### config.mk
export PLATFORM = sky130hd
export DESIGN_NAME = tcm_dumper_flat
export DESIGN_NICKNAME = d
export VERILOG_FILES = /design/src/rtl/tcm_dumper_if.sv /design/src/rtl/tcm_dumper.sv /design/src/flat_wrapper.sv
export SDC_FILE = /design/constraint.sdc
export NUM_CORES = 1
export LEC_CHECK = 0
export BUFFER_PORTS_ARGS = -buffer_cell sky130_fd_sc_hd__buf_2
export CORE_MARGIN = 2
export CORE_UTILIZATION = 54
export DETAILED_ROUTE_END_ITERATION = 8
export PLACE_DENSITY_LB_ADDON = 0.2
export SYNTH_ARGS = -nofsm -noshare
export SYNTH_HDL_FRONTEND = slang
export SYNTH_SLANG_ARGS = --single-unit
### constraint.sdc
create_clock -name clk -period 2.3 [get_ports clk]
set_input_delay 0.46 -clock clk [delete_from_list [all_inputs] [get_ports clk]]
set_output_delay 0.46 -clock clk [all_outputs]
set_load 0.05 [all_outputs]
### src/rtl/tcm_dumper_if.sv
// Control, SRAM read port and byte-stream handshake of the TCM readback engine.
// The dumper takes the master side; the surrounding system takes the slave side.
interface tcm_dumper_if #(
  parameter int AW = 12
) ();
  logic          start;
  logic [AW-1:0] base_addr;
  logic [AW:0]   word_cnt;
  logic          ram_cs;
  logic [AW-1:0] ram_addr;
  logic [31:0]   ram_rdata;
  logic          out_valid;
  logic [7:0]    out_data;
  logic          out_ready;
  logic          busy;
  logic          done;

  modport master (
    input  start, base_addr, word_cnt, ram_rdata, out_ready,
    output ram_cs, ram_addr, out_valid, out_data, busy, done
  );

  modport slave (
    output start, base_addr, word_cnt, ram_rdata, out_ready,
    input  ram_cs, ram_addr, out_valid, out_data, busy, done
  );
endinterface

### src/rtl/tcm_dumper.sv
// Reads a contiguous word range from a TCM through its synchronous read port and
// streams each word out as bytes, least-significant first (file order).
module tcm_dumper #(
  parameter int AW    = 12,
  parameter int DEPTH = 3500
) (
  input logic         clk,
  input logic         rst_n,
  tcm_dumper_if.master bus
);
  typedef enum logic [2:0] {
    S_IDLE,
    S_RD,
    S_CAP,
    S_SEND,
    S_FIN
  } state_e;

  localparam logic [AW-1:0] ADDR_LAST = AW'(DEPTH - 1);
  localparam logic [AW-1:0] ADDR_ONE  = AW'(1);
  localparam logic [AW:0]   CNT_ONE   = (AW + 1)'(1);

  state_e        state_q, state_d;
  logic [AW-1:0] addr_q, addr_d;
  logic [AW:0]   cnt_q, cnt_d;
  logic [31:0]   shreg_q, shreg_d;
  logic [1:0]    idx_q, idx_d;

  always_ff @(posedge clk or negedge rst_n) begin
    if (!rst_n) begin
      state_q <= S_IDLE;
      addr_q  <= '0;
      cnt_q   <= '0;
      shreg_q <= '0;
      idx_q   <= '0;
    end else begin
      state_q <= state_d;
      addr_q  <= addr_d;
      cnt_q   <= cnt_d;
      shreg_q <= shreg_d;
      idx_q   <= idx_d;
    end
  end

  always_comb begin
    state_d = state_q;
    addr_d  = addr_q;
    cnt_d   = cnt_q;
    shreg_d = shreg_q;
    idx_d   = idx_q;
    unique case (state_q)
      S_IDLE: begin
        if (bus.start) begin
          if (bus.word_cnt != '0) begin
            addr_d  = bus.base_addr;
            cnt_d   = bus.word_cnt;
            state_d = S_RD;
          end else begin
            state_d = S_FIN;
          end
        end
      end
      S_RD: state_d = S_CAP;
      S_CAP: begin
        shreg_d = bus.ram_rdata;
        idx_d   = '0;
        state_d = S_SEND;
      end
      S_SEND: begin
        if (bus.out_ready) begin
          shreg_d = {8'h00, shreg_q[31:8]};
          idx_d   = idx_q + 2'd1;
          if (idx_q == 2'd3) begin
            // FIN is entered at count zero, so the decrement can never wrap
            cnt_d   = cnt_q - CNT_ONE;
            addr_d  = (addr_q == ADDR_LAST) ? '0 : addr_q + ADDR_ONE;
            state_d = (cnt_d != '0) ? S_RD : S_FIN;
          end
        end
      end
      S_FIN: state_d = S_IDLE;
      default: state_d = S_IDLE;
    endcase
  end

  // Every output comes from a flop, so out_ready never reaches out_valid/out_data
  assign bus.ram_cs    = (state_q == S_RD);
  assign bus.ram_addr  = addr_q;
  assign bus.out_valid = (state_q == S_SEND);
  assign bus.out_data  = shreg_q[7:0];
  assign bus.busy      = (state_q != S_IDLE);
  assign bus.done      = (state_q == S_FIN);
endmodule

### src/flat_wrapper.sv
// flat-port wrapper written by rule: the top's interface ports become plain ports
module tcm_dumper_flat 
#(
  parameter int AW    = 12,
  parameter int DEPTH = 3500
)
  (clk, rst_n, bus_start, bus_base_addr, bus_word_cnt, bus_ram_rdata, bus_out_ready, bus_ram_cs, bus_ram_addr, bus_out_valid, bus_out_data, bus_busy, bus_done);
  tcm_dumper_if #(.AW(AW)) bus_i ();
  input logic clk;
  input logic rst_n;
  input wire logic [$bits(bus_i.start)-1:0] bus_start;
  input wire logic [$bits(bus_i.base_addr)-1:0] bus_base_addr;
  input wire logic [$bits(bus_i.word_cnt)-1:0] bus_word_cnt;
  input wire logic [$bits(bus_i.ram_rdata)-1:0] bus_ram_rdata;
  input wire logic [$bits(bus_i.out_ready)-1:0] bus_out_ready;
  output wire logic [$bits(bus_i.ram_cs)-1:0] bus_ram_cs;
  output wire logic [$bits(bus_i.ram_addr)-1:0] bus_ram_addr;
  output wire logic [$bits(bus_i.out_valid)-1:0] bus_out_valid;
  output wire logic [$bits(bus_i.out_data)-1:0] bus_out_data;
  output wire logic [$bits(bus_i.busy)-1:0] bus_busy;
  output wire logic [$bits(bus_i.done)-1:0] bus_done;
  assign bus_i.start = bus_start;
  assign bus_i.base_addr = bus_base_addr;
  assign bus_i.word_cnt = bus_word_cnt;
  assign bus_i.ram_rdata = bus_ram_rdata;
  assign bus_i.out_ready = bus_out_ready;
  assign bus_ram_cs = bus_i.ram_cs;
  assign bus_ram_addr = bus_i.ram_addr;
  assign bus_out_valid = bus_i.out_valid;
  assign bus_out_data = bus_i.out_data;
  assign bus_busy = bus_i.busy;
  assign bus_done = bus_i.done;
  tcm_dumper #(.AW(AW), .DEPTH(DEPTH)) u_core (.clk(clk), .rst_n(rst_n), .bus(bus_i));
endmodule
==> results.md <==
* Setup repair bufs after CTS at 0
* Core region area at 6241 um2
* Critical Path Fanout Max at 32
* Internal power at 3.177 mW
* Cell accounting for the most synthesized area: sky130_fd_sc_hd__dfrtp_1
* # Max-Cap Violations at 0
* Final hold violations at 0
* Nets at between 500 and 600
* Final worst clock skew at 0.01093 ns
* Routed wire length at 9.030 mm
* Maximum clock frequency at approximately 470 MHz
* Leakage dissipation at 1.767 nW
* Period utilization at 0.9288
* Number of flops mapped to enable cells by yosys at 0
* Fraction of final layout cells with drive strength greater than 1 at 0.2618
* Power share of the combinational group at 0.466
* TritonRoute pass-1 iters at 5
* Final setup viols at 0
* Net Switching at 2.768 mW
* Required arrival time at the worst endpoint at 1.84 ns
* Most instantiated flip-flop cell in the synthesis netlist: sky130_fd_sc_hd__dfrtp_1
* Num ports at 85
* DRC errors left at 0
* # port buffers at 84
* Sink count of the clock tree at 62
* Sequential area share after synthesis at 0.4522
* TritonCTS clock tree: yes
* Synth Register Bits at 62
* Final Wtd Congestion at 0.8691
* Worst Max-Slew Pin Slew at 0.6418 ns
* Maximum root-to-sink buffer count at 2
* Width of the die at between 80 and 90 um
* Unrepaired setup endpoints after global routing: no
* Crit. End Element: output port
* Clock root cell: sky130_fd_sc_hd__clkbuf_8
* Post-route ant nets at 0
* Number of vias per cell at 6.385
* Post-route cell area at 4143 um2
* Layout filler cell count at 539
* Initial Util at 0.5497
* Worst-skew pair later-pin latency at 0.35 ns
* Result of the run: complete, no violations
* Overflow left after global routing at 0
* Critical path type: register to output port
* Area of the die at ~7000 um2
* Layout Utilization at 0.6638
* Tot GR Track Use at 0.2702
* Library cells used by synthesis at 50
* Global-route wire length before repair at ~15 mm
* Syn Area/Cell at ~8.9 um2
* Slew Viols, Final at 0
* Largest voltage drop on the vdd net at 0.001120 V
* Count of standard-cell rows at 29
* DP HPWL at 6.251 mm
* Clock share of power at 0.178
* Worst hold slack across all endpoints at 0.05959 ns
* Largest net degree at the start of global routing at 45
* Count of inserted antenna diode cells at 0
* Worst endpoint data arrival time at about 1.7 ns
* Power density over cell area at 1435 nW/um2
* Deepest level of the CTS H-tree at 3
* Sum of negative setup slack at 0 ns
* Slew Limit Headroom at 0.5688
* Fraction of synthesis flops using an asynchronous set or reset pin at 1.000
* Pre-CTS setup slack at between 0.1 and 0.15 ns
* Net Sw Frac at 0.4656
* Final setup margin at 0.1637 ns
* Number of antenna violations at the first check in global routing at 0
* Routed len/inst at roughly 17 um
* Synth warnings at 0
* Relative contribution of sequential cells to total power at 0.356
* Number of DRC markers in iteration 0 at 278
* Via count of the routed design at roughly 3.5k
* Die height at 83.71 um
* Top cell type's share of synthesized area at 0.4522
* Total CTS buffers at 9
* Number of global-route vias before repair at between 3k and 4k
* Clock-pin slew on the worst setup and hold paths at around 0.07 ns
* Number of instances in the synthesized netlist at 385
* Sort of element at the start of the critical path: register
* Synthesized area at 3431 um2
* Mapped Nets at 450
* Area of placed instances at slightly below 4000 um2
* Largest cells by area after synthesis: sky130_fd_sc_hd__dfrtp_1 45%, sky130_fd_sc_hd__o22ai_1 9.3%, sky130_fd_sc_hd__a21oi_1 7.1%
* Worst min-delay path category: input pin to async pin
* Area growth syn-to-layout at 20.75%
* Min Tclk post-route at ~2.1 ns
[critical path: stages, from the launching register on]
cell and delay (ns):
sky130_fd_sc_hd__dfrtp_1 0.48, sky130_fd_sc_hd__nand3b_1 0.23, sky130_fd_sc_hd__buf_6 0.28, sky130_fd_sc_hd__clkinv_1 0.12
sky130_fd_sc_hd__buf_2 0.22
[logic make-up (layout without fill, tap and decap cells)]
logic type | Yosys count | count (layout) | share of synthesized area
AOI/OAI and AO/OA | 174 | 174 | 0.3093
and+or+nand+nor | 99 | 99 | 0.1550
xor gates and xnor gates | 3 | 3 | 0.007660
adders and majority gates | 4 | 4 | 0.01459
buffers and inverters | 42 | 123 | 0.05835
muxes | 1 | 1 | 0.002918
DFF | 62 | 62 | 0.4522
[final timing paths]
kind                                     from                 end  slack [ns]  cells after the start
max in group asynchronous               rst_n     u_core.cnt_q[1]        1.64                      2
max                         u_core.state_q[2]       bus_out_valid        0.16                      4
min in group clk            bus_ram_rdata[31]  u_core.shreg_q[31]        0.33                      2
min                                     rst_n   u_core.shreg_q[0]        0.06                      1
min reg2reg                u_core.shreg_q[24]  u_core.shreg_q[24]        0.51                      1
max reg2reg                   u_core.cnt_q[0]   u_core.state_q[2]        0.17                      7
[power groups by stage]
| stage | registers (mW) | logic, mW | clock network, mW |
|---|---|---|---|
| after floorplan | 2.29 | 1.88 | 0 |
| after global placement | 2.09 | 2.66 | 0 |
| after detailed placement | 2.13 | 2.74 | 0 |
| after CTS | 2.11 | 2.75 | 1.06 |
| after global routing | 2.21 | 3.03 | 1.12 |
| final | 2.12 | 2.77 | 1.06 |
[sequential cells by signal, summed over array words and instances, names as in the netlist]
| name | flops |
|---|---|
| u_core.cnt_q | 13 |
| u_core.bus.ram_addr | 12 |
| u_core.idx_q | 2 |
| u_core.shreg_q | 32 |
| u_core.state_q | 3 |
[layout make-up]
class,instances,area (um2),share of cell area
clock buffer,11,131.4,0.03171
inverter,7,26.28,0.006342
timing repair buffer,100,569.3,0.1374
tap,77,96.34,0.02326
clock inverter,5,83.83,0.02024
multi-input combinational,281,1684,0.4065
sequential,62,1551,0.3745
[synth_stat cells, types with 4 or more instances]
| library cell | n |
|---|---|
| sky130_fd_sc_hd__a21oi_1 | 49 |
| sky130_fd_sc_hd__inv_1 | 6 |
| sky130_fd_sc_hd__clkbuf_1 | 22 |
| sky130_fd_sc_hd__o21ai_0 | 33 |
| sky130_fd_sc_hd__nand3_1 | 5 |
| sky130_fd_sc_hd__buf_2 | 4 |
| sky130_fd_sc_hd__a31oi_1 | 7 |
| sky130_fd_sc_hd__and3_1 | 4 |
| sky130_fd_sc_hd__nand2_1 | 13 |
| sky130_fd_sc_hd__o22ai_1 | 51 |
| sky130_fd_sc_hd__buf_4 | 8 |
| sky130_fd_sc_hd__nor3_1 | 11 |
| sky130_fd_sc_hd__a22o_1 | 10 |
| sky130_fd_sc_hd__nor4_1 | 4 |
| sky130_fd_sc_hd__a32oi_1 | 4 |
| sky130_fd_sc_hd__dfrtp_1 | 62 |
| sky130_fd_sc_hd__ha_1 | 4 |
| sky130_fd_sc_hd__nor2_1 | 30 |
| sky130_fd_sc_hd__nor2b_1 | 4 |
[timing repair]
| action | 4_1_cts | 5_1_grt |
|---|---|---|
| setup endpoints to repair | 0 | 2 |
| gates resized for setup | 0 | 2 |
| hold buffers | 0 | 0 |
[layout by cell type, fill, tap and decap left out, drive strengths merged, types with 6 or more instances in the layout]
master / instances
a21oi: 49
a22o: 10
a31oi: 7
buf: 100
clkbuf: 11
dfrtp: 62
inv: 6
nand2: 13
nand3: 6
nor2: 30
nor3: 11
o21ai: 34
o22ai: 51
[layer usage]
layer	vias up	track usage	part of all wire
met5	-	0	0
met2	157	0.4167	0.48
li1	1632	-	-
met4	0	0.1026	0.013
met3	13	0.04847	0.071
met1	1665	0.3818	0.44
[through the flow]
| step | power [mW] | instances |
|---|---|---|
| after global routing | 6.356 | 543 |
| after global placement | 4.754 | 527 |
| after CTS | 5.922 | 543 |
| final | 5.944 | 543 |
| after floorplan | 4.169 | 385 |
| after detailed placement | 4.868 | 527 |
(Power assumes the default switching activity.)
